`config.mk`:
```
export PLATFORM = sky130hd
export DESIGN_NAME = tempo_sequencer
export DESIGN_NICKNAME = d
export VERILOG_FILES = /design/src/rtl/tempo_sequencer.sv
export SDC_FILE = /design/constraint.sdc
export NUM_CORES = 1
export LEC_CHECK = 0
export ABC_AREA = 1
export CORE_ASPECT_RATIO = 1.75
export CORE_MARGIN = 1.5
export CORE_UTILIZATION = 60
export CTS_CLUSTER_DIAMETER = 100
export DETAILED_ROUTE_END_ITERATION = 7
export GPL_TIMING_DRIVEN = 0
export PLACE_DENSITY = 0.8
export SYNTH_ARGS = -nofsm -noshare
export SYNTH_HDL_FRONTEND = slang
export SYNTH_SLANG_ARGS = --single-unit
```
`constraint.sdc`:
```
create_clock -name clk -period 4.5 [get_ports clk]
set_clock_uncertainty 0.15 [all_clocks]
set_input_delay 0.9 -clock clk [delete_from_list [all_inputs] [get_ports clk]]
set_output_delay 0.9 -clock clk [all_outputs]
set_load 0.03 [all_outputs]
```
`src/rtl/tempo_sequencer.sv`:
```
// Game-phase FSM and tempo scheduler for the DDR core: selects a tempo rate by
// level, turns its rising edges into scroll/spawn strobes, and tracks lives.
module tempo_sequencer #(
    parameter int LIVES_INIT      = 3,
    parameter int STEPS_PER_LEVEL = 16,
    parameter int SPAWN_DIV       = 2,
    parameter int OVER_TICKS      = 384
) (
    input  logic       clk,
    input  logic       rst_n,
    input  logic       start_btn,
    input  logic       pause_btn,
    input  logic       miss,
    input  logic       display_tick,
    input  logic       rate_1hz,
    input  logic       rate_2hz,
    input  logic       rate_4hz,
    output logic [1:0] state,
    output logic [1:0] level,
    output logic [1:0] lives,
    output logic       scroll_step,
    output logic       spawn
);

    typedef enum logic [1:0] {
        ST_RESET = 2'd0,
        ST_GAME  = 2'd1,
        ST_PAUSE = 2'd2,
        ST_OVER  = 2'd3
    } state_e;

    localparam logic [1:0]  LIVES_LOAD = 2'(LIVES_INIT);
    localparam logic [7:0]  STEP_MAX   = 8'(STEPS_PER_LEVEL - 1);
    localparam logic [3:0]  SPAWN_MAX  = 4'(SPAWN_DIV - 1);
    localparam logic [15:0] OVER_MAX   = 16'(OVER_TICKS - 1);

    state_e      state_q, state_d;
    logic [1:0]  level_q, level_d;
    logic [1:0]  lives_q, lives_d;
    logic [7:0]  step_cnt_q, step_cnt_d;
    logic [3:0]  spawn_cnt_q, spawn_cnt_d;
    logic [15:0] over_cnt_q, over_cnt_d;
    logic [2:0]  rate_hist_q;
    logic        scroll_q, scroll_d;
    logic        spawn_q, spawn_d;

    logic [2:0]  rate_now;
    logic        rate_sel;
    logic        hist_sel;
    logic        rate_rise;

    assign rate_now = {rate_4hz, rate_2hz, rate_1hz};

    // Levels 2 and 3 share the fastest rate.
    always_comb begin
        rate_sel = rate_now[2];
        hist_sel = rate_hist_q[2];
        case (level_q)
            2'd0: begin
                rate_sel = rate_now[0];
                hist_sel = rate_hist_q[0];
            end
            2'd1: begin
                rate_sel = rate_now[1];
                hist_sel = rate_hist_q[1];
            end
            default: begin
                rate_sel = rate_now[2];
                hist_sel = rate_hist_q[2];
            end
        endcase
        rate_rise = rate_sel & ~hist_sel;
    end

    always_comb begin
        state_d     = state_q;
        level_d     = level_q;
        lives_d     = lives_q;
        step_cnt_d  = step_cnt_q;
        spawn_cnt_d = spawn_cnt_q;
        over_cnt_d  = over_cnt_q;
        scroll_d    = 1'b0;
        spawn_d     = 1'b0;

        case (state_q)
            ST_RESET: begin
                if (start_btn) begin
                    state_d     = ST_GAME;
                    lives_d     = LIVES_LOAD;
                    level_d     = 2'd0;
                    step_cnt_d  = 8'd0;
                    spawn_cnt_d = 4'd0;
                    over_cnt_d  = 16'd0;
                end
            end

            ST_GAME: begin
                if (rate_rise) begin
                    scroll_d    = 1'b1;
                    spawn_d     = (spawn_cnt_q == 4'd0);
                    spawn_cnt_d = (spawn_cnt_q == SPAWN_MAX) ? 4'd0 : spawn_cnt_q + 4'd1;
                    if (step_cnt_q == STEP_MAX) begin
                        step_cnt_d = 8'd0;
                        if (level_q != 2'd3) begin
                            level_d = level_q + 2'd1;
                        end
                    end else begin
                        step_cnt_d = step_cnt_q + 8'd1;
                    end
                end

                // A fatal miss wins over a simultaneous pause.
                if (miss && lives_q == 2'd1) begin
                    lives_d    = 2'd0;
                    state_d    = ST_OVER;
                    over_cnt_d = 16'd0;
                end else begin
                    if (miss && lives_q != 2'd0) begin
                        lives_d = lives_q - 2'd1;
                    end
                    if (pause_btn) begin
                        state_d = ST_PAUSE;
                    end
                end
            end

            ST_PAUSE: begin
                if (pause_btn) begin
                    state_d = ST_GAME;
                end
            end

            ST_OVER: begin
                if (start_btn) begin
                    state_d = ST_RESET;
                end else if (display_tick) begin
                    if (over_cnt_q == OVER_MAX) begin
                        state_d = ST_RESET;
                    end else begin
                        over_cnt_d = over_cnt_q + 16'd1;
                    end
                end
            end

            default: state_d = ST_RESET;
        endcase
    end

    // Rate history updates in every state so resume or a level change never
    // sees a stale low sample.
    always_ff @(posedge clk) begin
        if (!rst_n) begin
            state_q     <= ST_RESET;
            level_q     <= 2'd0;
            lives_q     <= LIVES_LOAD;
            step_cnt_q  <= 8'd0;
            spawn_cnt_q <= 4'd0;
            over_cnt_q  <= 16'd0;
            rate_hist_q <= 3'd0;
            scroll_q    <= 1'b0;
            spawn_q     <= 1'b0;
        end else begin
            state_q     <= state_d;
            level_q     <= level_d;
            lives_q     <= lives_d;
            step_cnt_q  <= step_cnt_d;
            spawn_cnt_q <= spawn_cnt_d;
            over_cnt_q  <= over_cnt_d;
            rate_hist_q <= rate_now;
            scroll_q    <= scroll_d;
            spawn_q     <= spawn_d;
        end
    end

    assign state       = state_q;
    assign level       = level_q;
    assign lives       = lives_q;
    assign scroll_step = scroll_q;
    assign spawn       = spawn_q;

endmodule
```
### Word level (Yosys, flattened, before mapping)

Index checks and enable logic that the tools add are counted.

| cells by class | value |
|---|---|
| eq/ne operators | 22 |
| muxes and demuxes | 34 |
| reductions and logical operators | 15 |
| add/subtract/negate cells | 5 |
| bitwise gates (word level) | 2 |

Operators by type and width:

| kind | number |
|---|---|
| $mux W16 | 5 |
| $pmux W16 S3 | 1 |
| $mux W2 | 14 |
| $mux W8 | 3 |
| $ne A2 B2 Y1 const B | 10 |
| $add A16 B1 Y16 const B | 1 |
| $eq A16 B9 Y1 const B | 1 |
| $pmux W8 S2 | 1 |
| $mux W4 | 3 |
| $ne A3 B3 Y1 const B | 4 |
| $reduce_and A5 Y1 | 2 |
| $reduce_and A3 Y1 | 3 |
| $add A8 B1 Y8 const B | 1 |
| $eq A8 B4 Y1 const B | 1 |
| $pmux W2 S2 | 2 |
| $pmux W2 S4 | 1 |
| $pmux W4 S2 | 1 |
| $eq A2 B1 Y1 const B | 3 |
| $reduce_and A6 Y1 | 1 |
| $add A4 B1 Y4 const B | 1 |
| $eq A2 B2 Y1 const B | 2 |
| $eq A4 B1 Y1 const B | 1 |
| $logic_not A2 Y1 | 2 |
| $logic_not A4 Y1 | 1 |
| 10 further kinds | 13 |

| storage, ports and cells | value |
|---|---|
| flip-flop bits (word level) | 39 |
| logic and storage cells | 87 |

### Logic depth before layout (Yosys ltp)

| logic depth | value |
|---|---|
| depth in word-level cells | 6 |
| depth in mapped cells | 11 |
| depth with buffers taken out | 11 |

### Least setup slack after synthesis

Ideal clock, no wire load.

| timing | value |
|---|---|
| kind | input-to-reg |
| from | input port miss |
| to | register over_cnt_q[0] |
| stages | 8 |
| arrival | 1.652 ns |
| path slack | 2.582 ns |
| required time | 4.234 ns |
| path buffers | 1 |
| path through | nand2_1 nand2_4 nand2_4 nor2_4 nand2_4 buf_6 nor2_1 nor2_1 |

| between the ends | value |
|---|---|
| longest elaborated chain between the ends | 3 |

Ends and longest elaborated chain:

| item | line | RTL |
|---|---|---|
| start: declaration | 13 | `input logic miss,` |
| $logic_and A1 B1 Y1 | 113 | `if (miss && lives_q == 2'd1) begin` |
| $ne A2 B2 Y1 (no source line) | n/a |  |
| $reduce_and A6 Y1 (no source line) | n/a |  |
| end signal: assignment | 168 | `over_cnt_q <= over_cnt_d;` |
| end: declaration | 42 | `logic [15:0] over_cnt_q, over_cnt_d;` |

Every way passes these cells.
A chain may end at the register's enable or synchronous reset.

### Worst setup path after layout

| timing | value |
|---|---|
| from | register state_q[0] (netlist: state[0]) |
| to | output port state[0] |

RTL lines:

| item | line | RTL |
|---|---|---|
| start: declaration | 37 | `state_e state_q, state_d;` |
| start signal: assignment | 163 | `state_q <= state_d;` |
| end: declaration | 18 | `output logic [1:0] state,` |

No word-level cell between the ends.

==> results.cfg <==
[global_routing]
overflow = 0
grt_pass1_vias = 2326
antenna_found_initial = 0
grt_usage = 0.2783
grt_pass1_wl_um = 9411
grt_max_degree = 15

[synth]
synthArstFlopShare = 0
ys_types = 32
yosysWarnings = 0
synth_edf_count = 0
ys_seq_area_frac = 0.3248
syn-cell-area_um2 = 2404
syn_nets = 392
synthCells = 376
synth_ff_type = dfxtp_1
synth_area_per_cell_um2 = 6.392
ys_ff_latch = 39

[floorplanning]
die_h_um = 86.73
core_um2 = 3866
die_x_um = 50.85
die_area_um2 = 4410
num_rows = 30
pin_count = 17
start_util = 0.6217

[cts]
cts_buffers = 5
cts_root_buf = clkbuf_8
clock-sinks = 39
htreeDepth = 2
hold_buffers = 0
cts_setup_buffers = 0
clk_pin_slew_ns = 0.09
clock_latency_ns = 0.30
cts_resized = 0
cts_max_path_buffers = 2
cts_tree = yes

[outcome]
status = finished, final reports clean

[timing]
worstMarginPinSlew_ns = 0.5884
fin_crit_sh = 0.5748
drv_slew = 0
setup-violations-final = 0
setup_slack_ns = 1.913
hold_viol_final = 0
slew_headroom = 0.6077
tns_ns = 0
layout_min_cycle_time_ns = 2.587
rsz0062_at_grt = no
clock.fmax_ghz = 0.3866

[power_and_ir_drop]
p_seq_frac = 0.393
power_frac_clock = 0.250
leakage_nw = 1.124
power_density_nw_per_um2 = 370.5
intPower_uw = 614.7
p_sw_uw = 388.0
max-vdd-ir-drop_mv = 0.3234
switching_share = 0.3870
comb_power_share = 0.357

[setup_path]
crit_path_max_incr_delay_ns = 0.74
path_buf_inv = 1
crit_arrival_ns = 1.54
r2r-start = over_cnt_q[0]
endpoint_kind = output port
rr_worst_depth = 10
worstPathCellList = clkdlybuf4s50_1
cp.depth = 1
cp_slowest_cell = clkdlybuf4s50_1
critPathMaxFanout = 6
startpoint_type = flop
cp_top_family = buffers and inverters
crit_end = state[0]
reg2reg_to = over_cnt_q[10]
critical_path_required_ns = 3.45
timing.reg2reg.setup_slack_ns = 2.57
crit_path_start = state[0]
critPathKind = reg -> out

[min_path]
min_delay_path_depth = 2
min_path_type = reg -> reg

[placement]
routabilityCongestion = 0.8267
pre_cts_ws_ns = 1.911
io_buffers = 15
dp_hpwl_um = 4239

[route]
vias = 2365
first_pass_iters = 4
drt-initial-drc-count = 62
wl_um = 5618
drc = 0
via_per_inst = 5.291
ant_nets = 0
post_drt_wl_per_cell_um = 12.57

[layout]
final_common_cell = nand2_1
fill_cells = 351
final-seq-area_um2 = 780.7
final_cell_mix = 103 x nand2_1, 52 x nor2_1, 48 x inv_1
syn2layout_area_growth_pct = 12.60
antenna_cells = 0
multi_input_area_um2 = 1364
drive_gt1_frac = 0.07519
finalNetCount = 414

[job]
max_cap_violations = 0
-- per-stage QoR --
| stage | total power, mW | util | area, um2 | std cells | hold WS [ns] |
|---|---|---|---|---|---|
| 4_1_cts | 1.007 | 0.7000 | 2706 | 447 | 0.3517 |
| 6_report | 1.003 | 0.7000 | 2706 | 447 | 0.3503 |
| 3_5_place_dp | 0.7598 | 0.6761 | 2614 | 439 | 0.3381 |
| 3_3_place_gp | 0.7535 | 0.6761 | 2614 | 439 | 0.3258 |
| 2_1_floorplan | 0.6611 | - | 2404 | 376 | 0.3150 |
| 5_1_grt | 1.060 | 0.7000 | 2706 | 447 | 0.3793 |
-- flip-flops by register name, indices dropped and copies added (netlist names) --
register and flops:
rate_hist_q 3, lives 2, scroll_step 1, over_cnt_q 16
spawn_cnt_q 4, step_cnt_q 8, spawn 1, state 2
level 2
-- how the worst min path moves through the flow --
stage                         startpoint             end  slack [ns]
after floorplan           over_cnt_q[14]  over_cnt_q[14]        0.31
after global placement    spawn_cnt_q[3]  spawn_cnt_q[3]        0.33
after detailed placement   over_cnt_q[1]   over_cnt_q[1]        0.34
after CTS                 spawn_cnt_q[3]  spawn_cnt_q[3]        0.35
after global routing      spawn_cnt_q[3]  spawn_cnt_q[3]        0.38
final                      over_cnt_q[8]   over_cnt_q[8]        0.35
-- metal layers --
metal	up-vias	wire length, um	part of all wire	track usage
li1	1230	-	-	-
met1	1082	2220	0.40	0.2600
met2	37	3102	0.55	0.5467
met3	16	117	0.021	0.04483
met4	0	177	0.032	0.1548
met5	-	0	0	0
-- area by class of cell --
type                            instances  area share
Timing Repair Buffer                   15     0.05548
Buffer                                 10     0.02774
Multi-Input combinational cell        278      0.5039
Sequential cell                        39      0.2885
Clock buffer                            5     0.02543
Clock inverter                          3    0.008784
Tap cell                               48     0.02219
Inverter                               49     0.06796
-- power by group through the flow --
stage	Combinational (mW)	Clock (mW)	Sequential, mW
floorplan	0.233	0	0.428
global placement	0.353	0	0.401
detailed placement	0.359	0	0.401
CTS	0.360	0.254	0.394
global route	0.395	0.268	0.397
finish	0.358	0.251	0.394
-- synthesized netlist by cell type (2+ instances only) --
library cell  count  share of area
o21ai_0          10          0.021
nand3_1          39          0.081
xor2_1            4          0.015
clkbuf_1          4         0.0062
nand2_1         103           0.16
buf_6             4          0.019
a21oi_1          30          0.062
dfxtp_1          39           0.32
nor2_4            2         0.0094
nand2_4           5          0.023
nand4_1           3         0.0078
nor3_1            6          0.012
ha_1              7          0.036
nor2_1           52          0.081
buf_4             2         0.0062
inv_1            48          0.075
o21ai_2           2         0.0073
o21bai_1          2         0.0062
-- logic make-up (layout without fill, tap and decap cells) --
group,Yosys count,after routing,share of synthesized area
compound gates,49,49,0.1119
xor+xnor,4,4,0.01457
fa+ha+maj,7,7,0.03644
buf+inv,59,82,0.1077
flops,39,39,0.3248
simple gates,218,218,0.4045
Power figures use the tool's default switching activity.
